## config.mk

```make
export PLATFORM = sky130hd
export DESIGN_NAME = instr_fetch_flat
export DESIGN_NICKNAME = d
export VERILOG_FILES = /design/src/rtl/instr_fetch_if.sv /design/src/rtl/instr_fetch.sv /design/src/flat_wrapper.sv
export SDC_FILE = /design/constraint.sdc
export NUM_CORES = 1
export LEC_CHECK = 0
export ABC_AREA = 0
export CORE_AREA = 5 5 172 174
export DETAILED_ROUTE_END_ITERATION = 6
export DIE_AREA = 0 0 177 179
export PLACE_DENSITY = 0.62
export SLEW_MARGIN = 20
export SYNTH_ARGS = -nofsm -noshare
export SYNTH_HDL_FRONTEND = slang
export SYNTH_SLANG_ARGS = --single-unit
```

## constraint.sdc

```tcl
create_clock -name clk -period 3 [get_ports clk]
set_clock_uncertainty 0.2 [all_clocks]
set_input_delay 0.6 -clock clk [delete_from_list [all_inputs] [get_ports clk]]
set_output_delay 0.6 -clock clk [all_outputs]
set_load 0.01 [all_outputs]
```

## src/rtl/instr_fetch_if.sv

```systemverilog
// Handshake and bus bundle between instr_fetch and its surroundings
// (program BRAM port, parser stream, renderer completion, control/status).
interface instr_fetch_if #(
  parameter int unsigned ADDR_WIDTH = 12
);
  logic                  start;
  logic [ADDR_WIDTH-1:0] prog_last;
  logic                  hold;
  logic                  render_done;
  logic [ADDR_WIDTH-1:0] bram_addr;
  logic [31:0]           bram_data;
  logic [31:0]           instruction;
  logic                  valid_out;
  logic                  busy;
  logic                  done;
  logic [15:0]           frame_count;

  modport master (
    input  start, prog_last, hold, render_done, bram_data,
    output bram_addr, instruction, valid_out, busy, done, frame_count
  );

  modport slave (
    output start, prog_last, hold, render_done, bram_data,
    input  bram_addr, instruction, valid_out, busy, done, frame_count
  );
endinterface

```

## src/rtl/instr_fetch.sv

```systemverilog
// Streams program words from a 2-cycle-latency BRAM into the parser, pausing after renders.
// Optional macro FETCH_LOOP_EN: wrap the program forever and count passes at emit time.
module instr_fetch #(
  parameter int unsigned ADDR_WIDTH = 12,
  parameter int unsigned BUF_DEPTH  = 4
) (
  input logic           clk,
  input logic           rst,
  instr_fetch_if.master bus
);
  localparam int unsigned PtrW = $clog2(BUF_DEPTH);
  localparam int unsigned CntW = PtrW + 1;
  localparam int unsigned OccW = CntW + 1;
  localparam logic [2:0]  OcFType  = 3'd1;
  localparam logic [2:0]  OcSeType = 3'd3;

  typedef enum logic [1:0] {StIdle, StFetch, StWaitRender, StDone} state_e;

  state_e                state_q;
  logic [31:0]           fifo_q [BUF_DEPTH];
  logic [PtrW-1:0]       wr_ptr_q, rd_ptr_q;
  logic [CntW-1:0]       count_q;
  logic [1:0]            inflight_q;
  logic [ADDR_WIDTH-1:0] issue_ptr_q, last_q;
  logic                  issue_done_q, data_next_q;
`ifdef FETCH_LOOP_EN
  logic [ADDR_WIDTH-1:0] emit_ptr_q;
`else
  logic                  last_out, drained;
`endif

  logic            start_ok, can_issue, advance, pop, push, is_render;
  logic [OccW-1:0] occupancy;
  logic [31:0]     head;

  assign head      = fifo_q[rd_ptr_q];
  assign occupancy = {1'b0, count_q} + OccW'(inflight_q[0]) + OccW'(inflight_q[1]);
  // A start coinciding with the done pulse is dropped.
  assign start_ok  = (state_q == StIdle) && bus.start && !bus.done;
  assign can_issue = ((state_q == StFetch) || (state_q == StWaitRender)) && !issue_done_q &&
                     (occupancy < OccW'(BUF_DEPTH));
  assign advance   = (state_q == StFetch) || ((state_q == StWaitRender) && bus.render_done);
  assign pop       = advance && !bus.hold && (count_q != '0);
  assign push      = inflight_q[1];
  assign is_render = !data_next_q && (head[2:0] == OcFType) && (head[10:9] == 2'b00);
`ifndef FETCH_LOOP_EN
  assign last_out  = issue_done_q && (count_q == CntW'(1)) && (inflight_q == 2'b00);
  assign drained   = issue_done_q && (count_q == '0) && (inflight_q == 2'b00);
`endif

  always_ff @(posedge clk) begin
    if (push) fifo_q[wr_ptr_q] <= bus.bram_data;
  end

  always_ff @(posedge clk) begin
    if (rst) begin
      state_q         <= StIdle;
      wr_ptr_q        <= '0;
      rd_ptr_q        <= '0;
      count_q         <= '0;
      inflight_q      <= '0;
      issue_ptr_q     <= '0;
      last_q          <= '0;
      issue_done_q    <= 1'b0;
      data_next_q     <= 1'b0;
      bus.bram_addr   <= '0;
      bus.instruction <= '0;
      bus.valid_out   <= 1'b0;
      bus.busy        <= 1'b0;
      bus.done        <= 1'b0;
      bus.frame_count <= '0;
`ifdef FETCH_LOOP_EN
      emit_ptr_q      <= '0;
`endif
    end else begin
      bus.done      <= 1'b0;
      bus.valid_out <= pop;
      inflight_q    <= {inflight_q[0], start_ok || can_issue};
      count_q       <= count_q + CntW'(push) - CntW'(pop);
      if (push) wr_ptr_q <= wr_ptr_q + PtrW'(1);
      if (pop) begin
        rd_ptr_q        <= rd_ptr_q + PtrW'(1);
        bus.instruction <= head;
        // The word after a shape-set is data, never an opcode.
        if (data_next_q)                   data_next_q <= 1'b0;
        else if (head[2:0] == OcSeType)    data_next_q <= 1'b1;
      end

      if (start_ok) begin
        last_q        <= bus.prog_last;
        bus.bram_addr <= '0;
        issue_ptr_q   <= (bus.prog_last == '0) ? '0 : ADDR_WIDTH'(1);
`ifdef FETCH_LOOP_EN
        issue_done_q  <= 1'b0;
`else
        issue_done_q  <= (bus.prog_last == '0);
`endif
      end else if (can_issue) begin
        bus.bram_addr <= issue_ptr_q;
        if (issue_ptr_q == last_q) begin
          issue_ptr_q  <= '0;
`ifndef FETCH_LOOP_EN
          issue_done_q <= 1'b1;
`endif
        end else begin
          issue_ptr_q <= issue_ptr_q + ADDR_WIDTH'(1);
        end
      end

`ifdef FETCH_LOOP_EN
      if (pop) begin
        if (emit_ptr_q == last_q) begin
          emit_ptr_q      <= '0;
          bus.frame_count <= bus.frame_count + 16'd1;
        end else begin
          emit_ptr_q <= emit_ptr_q + ADDR_WIDTH'(1);
        end
      end
`endif

      unique case (state_q)
        StIdle: begin
          if (start_ok) begin
            state_q     <= StFetch;
            bus.busy    <= 1'b1;
            data_next_q <= 1'b0;
`ifdef FETCH_LOOP_EN
            emit_ptr_q  <= '0;
`endif
          end
        end
        StFetch, StWaitRender: begin
          if (advance) begin
            if (pop && is_render) state_q <= StWaitRender;
`ifndef FETCH_LOOP_EN
            else if ((pop && last_out) || drained) state_q <= StDone;
`endif
            else state_q <= StFetch;
          end
        end
        StDone: begin
          state_q         <= StIdle;
          bus.busy        <= 1'b0;
          bus.done        <= 1'b1;
          bus.frame_count <= bus.frame_count + 16'd1;
        end
        default: state_q <= StIdle;
      endcase
    end
  end
endmodule

```

## src/flat_wrapper.sv

```systemverilog
// flat-port wrapper written by rule: the top's interface ports become plain ports
module instr_fetch_flat 
#(
  parameter int unsigned ADDR_WIDTH = 12,
  parameter int unsigned BUF_DEPTH  = 4
)
  (clk, rst, bus_start, bus_prog_last, bus_hold, bus_render_done, bus_bram_data, bus_bram_addr, bus_instruction, bus_valid_out, bus_busy, bus_done, bus_frame_count);
  instr_fetch_if #(.ADDR_WIDTH(ADDR_WIDTH)) bus_i ();
  input logic clk;
  input logic rst;
  input wire logic [$bits(bus_i.start)-1:0] bus_start;
  input wire logic [$bits(bus_i.prog_last)-1:0] bus_prog_last;
  input wire logic [$bits(bus_i.hold)-1:0] bus_hold;
  input wire logic [$bits(bus_i.render_done)-1:0] bus_render_done;
  input wire logic [$bits(bus_i.bram_data)-1:0] bus_bram_data;
  output wire logic [$bits(bus_i.bram_addr)-1:0] bus_bram_addr;
  output wire logic [$bits(bus_i.instruction)-1:0] bus_instruction;
  output wire logic [$bits(bus_i.valid_out)-1:0] bus_valid_out;
  output wire logic [$bits(bus_i.busy)-1:0] bus_busy;
  output wire logic [$bits(bus_i.done)-1:0] bus_done;
  output wire logic [$bits(bus_i.frame_count)-1:0] bus_frame_count;
  assign bus_i.start = bus_start;
  assign bus_i.prog_last = bus_prog_last;
  assign bus_i.hold = bus_hold;
  assign bus_i.render_done = bus_render_done;
  assign bus_i.bram_data = bus_bram_data;
  assign bus_bram_addr = bus_i.bram_addr;
  assign bus_instruction = bus_i.instruction;
  assign bus_valid_out = bus_i.valid_out;
  assign bus_busy = bus_i.busy;
  assign bus_done = bus_i.done;
  assign bus_frame_count = bus_i.frame_count;
  instr_fetch #(.ADDR_WIDTH(ADDR_WIDTH), .BUF_DEPTH(BUF_DEPTH)) u_core (.clk(clk), .rst(rst), .bus(bus_i));
endmodule
```

==> results <==
- Global routing consumed, over all layers together, 12.74% of the routing resources.
- The count of yosys warnings during synthesis is 0.
- Across the whole layout, storage elements account for 5888 sq um.
- The flow ran to the end, and the final reports show no timing, DRC or antenna violations.
- For this run, the post-layout net count is 885.
- The number of placed instances, taps included, is 1,171.
- Based on the critical path, the design can be clocked at up to 400.7 MHz.
- The summed instance area of the synthesized netlist is 8996 sq um.
- The count of non-filler cells in the finished layout is 1,220.
- Summing the areas of all compound-gate instances in the mapped netlist gives 6.523% of the synthesized area.
- The unique cell type count in the Yosys netlist is 52.
- The kind of capture point of the worst setup path is a flop.
- The number of filler instances in the final layout is 2,618.
- TritonCTS built the clock tree.
- After routing, the total negative slack on setup checks comes to 0 ns.
- The XOR/XNOR share of the synthesized area is 2.629%.
- The share of total power in combinational logic is 9.4%.
- The number of buffers added for setup after CTS is 0.
- Counting flops with an async set or reset pin after synthesis yields a share of 0%.
- The count of hold buffers inserted by post-cts repair is 0.
- Synthesis produced 700 cells.
- The critical path goes through inv_1 > ha_1 > a21oi_1 > or3_2 > buf_4 > nor2_1 > fa_1 > xnor2_1 > nor2_1.
- The combinational family with the most area after synthesis is simple AND/OR/NAND/NOR gates.
- At the end of routability-driven placement, the weighted congestion stood at 0.7979.
- The biggest cell delay along the critical path is 0.42 ns.
- Cells with a size suffix above 1 make up 13.30% of the layout.
- The half-perimeter wire length of the detailed placement result is 12,720 um.
- The sequential area share after synthesis is 65.42%.
- The portion of total power attributed to the clock network is 42.6%.
- The cell type group with the largest total delay on the critical path is adder cells.
- The DRC violation count after routing is 0.
- The first global-routing pass estimated 32,290 um of wire.
- The share of synthesized cell area in and, or, nand and nor gates is 12.66%.
- The instance count along the most critical hold path is 2.
- The switching power share of the total is 23.34%.
- Of the total power, registers draw 48.0%.
- The transition time at the pin with the least slew margin is 0.8946 ns.
- The routed wire length on met2 is 9458 um.
- Yosys mapped a number of flops with a built-in enable equal to 128.
- The clock transition at the registers of the reported paths is 0.06 ns.
- The final layout contains routed wiring with a total length of 19,960 um.
- The tool flagged a number of max-cap violations equal to 0.
- During placement, the flow inserted port buffers numbering 111.
- The endpoint of the worst register-to-register path is u_core.count_q[2].
- Compared with the post-synthesis result, the final layout area differs by 27.19%.
- The combined area of the multi-input logic cells is 2897 sq um.
- CTS built an H-tree with a depth of 1.
- The worst-case IR drop observed on VDD is 0.5109 mV.
- The highest metal layer carrying signal wires in the routed design is met4.
- The root buffer cell chosen for the clock tree is clkbuf_16.
- The average via count per standard cell is 4.774.
- The number of antenna violations at the first check in global routing came to 0.
- The via count of the routed design is 5,824.
- The met3 routed wirelength is 1363 um.
- The min-delay analysis places its worst path in the category reg2reg.
- The internal portion of the total power is 5.597 mW.
- In this run the most critical hold path is launched from u_core.bus.instruction[11].
- The violation count after the first detailed-route iteration is 382.
- The latest clock arrival within the worst-skew pair is 0.55 ns.
- In this run the horizontal extent of the chip is 177 um.
- The worst path uses 83.18% of the clock period.
- The critical path is of the reg2reg type.
- The number of cell instances on the worst register-to-register path is 9.
- The number of antenna repair diodes is 0.
- The total number of placement rows is 61.
- Of the post-synthesis cell area, the part taken by muxes is 8.234%.
- Once placement finished, the instance area stood at 10,590 sq um.
- The clock sink count is 230.
- The critical path's slowest cell is fa_1.
- The first detailed-routing pass took 4 iterations.
- The number of global-route vias before repair is 5,950.
- For flop-to-flop paths, the worst setup slack is 0.50 ns.
- The setup-violating endpoint count in the final report is 0.
- The net switching power figure is 1.704 mW.
- The worst path arrival time is 2.68 ns.
- The number of endpoints with negative hold slack in the final report is 0.
- The number of slew-limit violations in the final report was 0.
- The routed length on met1 is 8619 um.
- Leaving out fill and tap cells, the most frequent cells in the layout are edfxtp_1, nand2_1, clkdlybuf4s50_1.
- The critical path contains buffers and inverters numbering 2 combined.
- The analysis attributes to cell leakage a power of 3.808 nW.
- From bottom edge to top edge, the die measures 179 um.
- The starting density of the core is 32.56%.
- The worst reg2reg path startpoint is u_core.state_q[0].
- The post-synthesis register bit count is 230.
- After layout, the minimum clock period comes to 2.495 ns.
- The most instantiated flip-flop cell in the synthesis netlist is edfxtp_1.
- The path with the worst hold slack has its endpoint at u_core.bus.instruction[11].
- The startpoint kind of the worst setup timing path is a flop.
- The number of buffers inserted during clock tree synthesis is 27.
- The number of nets handed over by synthesis was 763.
- Measured against its own limit, the worst slew margin works out to 40.36%.
- The number of buffers on the longest clock path is 3.
- After routing the design area is 11,440 sq um.
- Setup repair after global routing left no endpoint under its margin.
- The number of resized instances in the post-cts repair step is 0.
- The detailed-route wire length per cell is 16.36 um.
- The total congestion overflow after global routing is 0.
- The most numerous cell type found on the critical path is nor2_1.
- The count of nets left with antenna violations once routing finished came out at 0.
- The most common cell after layout, fill and taps aside is edfxtp_1.
- Each instance of the synthesized netlist takes up on average 12.85 sq um.
- The largest net degree at the start of global routing is 78.
- The core region is 27,630 sq um.
- The die covers 31,680 sq um.
- Along the worst path, the maximum fanout reaches 36.
- STA puts the critical path data required time at 3.19 ns.
- 112 I/O pins were placed.
- Dividing total power by cell area gives a power density of 638.0 nW/um^2.
- The adder-cell share of the synthesized area is 2.031%.
state kept, by name (all words and copies together) (netlist names), named ones only:
register / cells
u_core.issue_ptr_q: 12
u_core.wr_ptr_q: 2
u_core.bus.done: 1
u_core.state_q: 2
u_core.bus.bram_addr: 12
u_core.last_q: 12
u_core.inflight_q: 2
u_core.issue_done_q: 1
u_core.bus.valid_out: 1
u_core.bus.frame_count: 16
u_core.count_q: 3
u_core.rd_ptr_q: 2
u_core.fifo_q: 128
u_core.bus.instruction: 32
u_core.data_next_q: 1
u_core.bus.busy: 1
cells by family (layout without fill, tap and decap cells):
logic type	count (synthesis)	in the layout
AO/OA/AOI/OAI	99	99
XOR/XNOR	27	27
adder cells (fa/ha/maj)	14	14
buffers and inverters	50	192
flip-flops	230	230
multiplexers	34	34
AND/OR/NAND/NOR	246	246
final cells by class:
class / instances / share of cell area (%)
Sequential cell: 230 / 51.46
Multi-Input combinational cell: 420 / 25.31
Timing Repair Buffer: 132 / 11.26
Clock buffer: 38 / 6.616
Tap cell: 378 / 4.133
Clock inverter: 11 / 0.8529
Inverter: 11 / 0.3609
power by group through the flow:
stage | combinational (mW) | sequential, mW | clock, mW
4_1_cts | 0.701 | 3.50 | 3.22
3_3_place_gp | 0.691 | 3.57 | 0
6_report | 0.687 | 3.50 | 3.11
3_5_place_dp | 0.698 | 3.57 | 0
2_1_floorplan | 0.408 | 3.56 | 0
5_1_grt | 0.764 | 3.51 | 3.35
how the worst max path moves through the flow:
stage	startpoint	cells after the start	to	slack (ns)
after floorplan	bus_render_done	10	u_core.count_q[2]	0.36
after global routing	u_core.state_q[0]	10	u_core.count_q[2]	0.31
after CTS	u_core.state_q[0]	9	u_core.count_q[2]	0.48
after global placement	bus_render_done	9	u_core.count_q[2]	-0.02
final	u_core.state_q[0]	9	u_core.count_q[2]	0.50
after detailed placement	bus_render_done	9	u_core.count_q[2]	-0.02
cell usage after synthesis, types with 2 or more instances:
cell type | count | share of area [%]
nor3_1 | 13 | 0.72
and2_1 | 6 | 0.42
ha_1 | 13 | 1.8
a211oi_1 | 6 | 0.50
inv_1 | 11 | 0.46
xnor2_1 | 6 | 0.58
mux2i_1 | 2 | 0.22
nand3b_1 | 2 | 0.17
or3_1 | 7 | 0.49
nor2_1 | 31 | 1.3
buf_1 | 4 | 0.17
nor4_1 | 7 | 0.49
nand3_1 | 22 | 1.2
buf_2 | 9 | 0.50
nand4_1 | 12 | 0.83
a211oi_2 | 2 | 0.28
dfxtp_1 | 102 | 23
and4_1 | 2 | 0.19
nand2_1 | 127 | 5.3
o2111ai_1 | 3 | 0.29
a21oi_1 | 66 | 3.7
mux4_2 | 32 | 8.0
edfxtp_1 | 128 | 43
o21ai_0 | 7 | 0.39
a22oi_1 | 2 | 0.17
nor2b_1 | 3 | 0.21
a31oi_1 | 2 | 0.14
nand2b_1 | 2 | 0.14
xor2_1 | 21 | 2.0
and3_1 | 2 | 0.14
a21o_1 | 4 | 0.33
buf_4 | 3 | 0.25
buf_6 | 2 | 0.25
clkbuf_1 | 21 | 0.88
per-layer routing:
layer / vias up / track usage [%]
met5: - / 0
met3: 39 / 3.332
met2: 145 / 21.07
met1: 2838 / 16.65
li1: 2802 / -
met4: 0 / 3.578
metrics by stage:
step / power, mW / hold slack [ns] / setup WS, ns / util, %
2_1_floorplan: 3.971 / 0.2478 / 0.3597 / -
3_3_place_gp: 4.259 / 0.2441 / -0.01917 / 38.32
3_5_place_dp: 4.267 / 0.2467 / -0.01784 / 38.32
4_1_cts: 7.425 / 0.2526 / 0.4783 / 41.41
5_1_grt: 7.631 / 0.2770 / 0.3149 / 41.41
6_report: 7.300 / 0.2512 / 0.5046 / 41.41
worst register-to-register path, delay by kind of cell, from the launching register on:
kind | cells | cell delay (ns)
compound gates | 1 | 0.16
xor+xnor | 1 | 0.17
fa+ha+maj | 2 | 0.63
buf+inv | 2 | 0.47
flops | 1 | 0.39
simple gates | 3 | 0.33
Power figures use the tool's default switching activity.
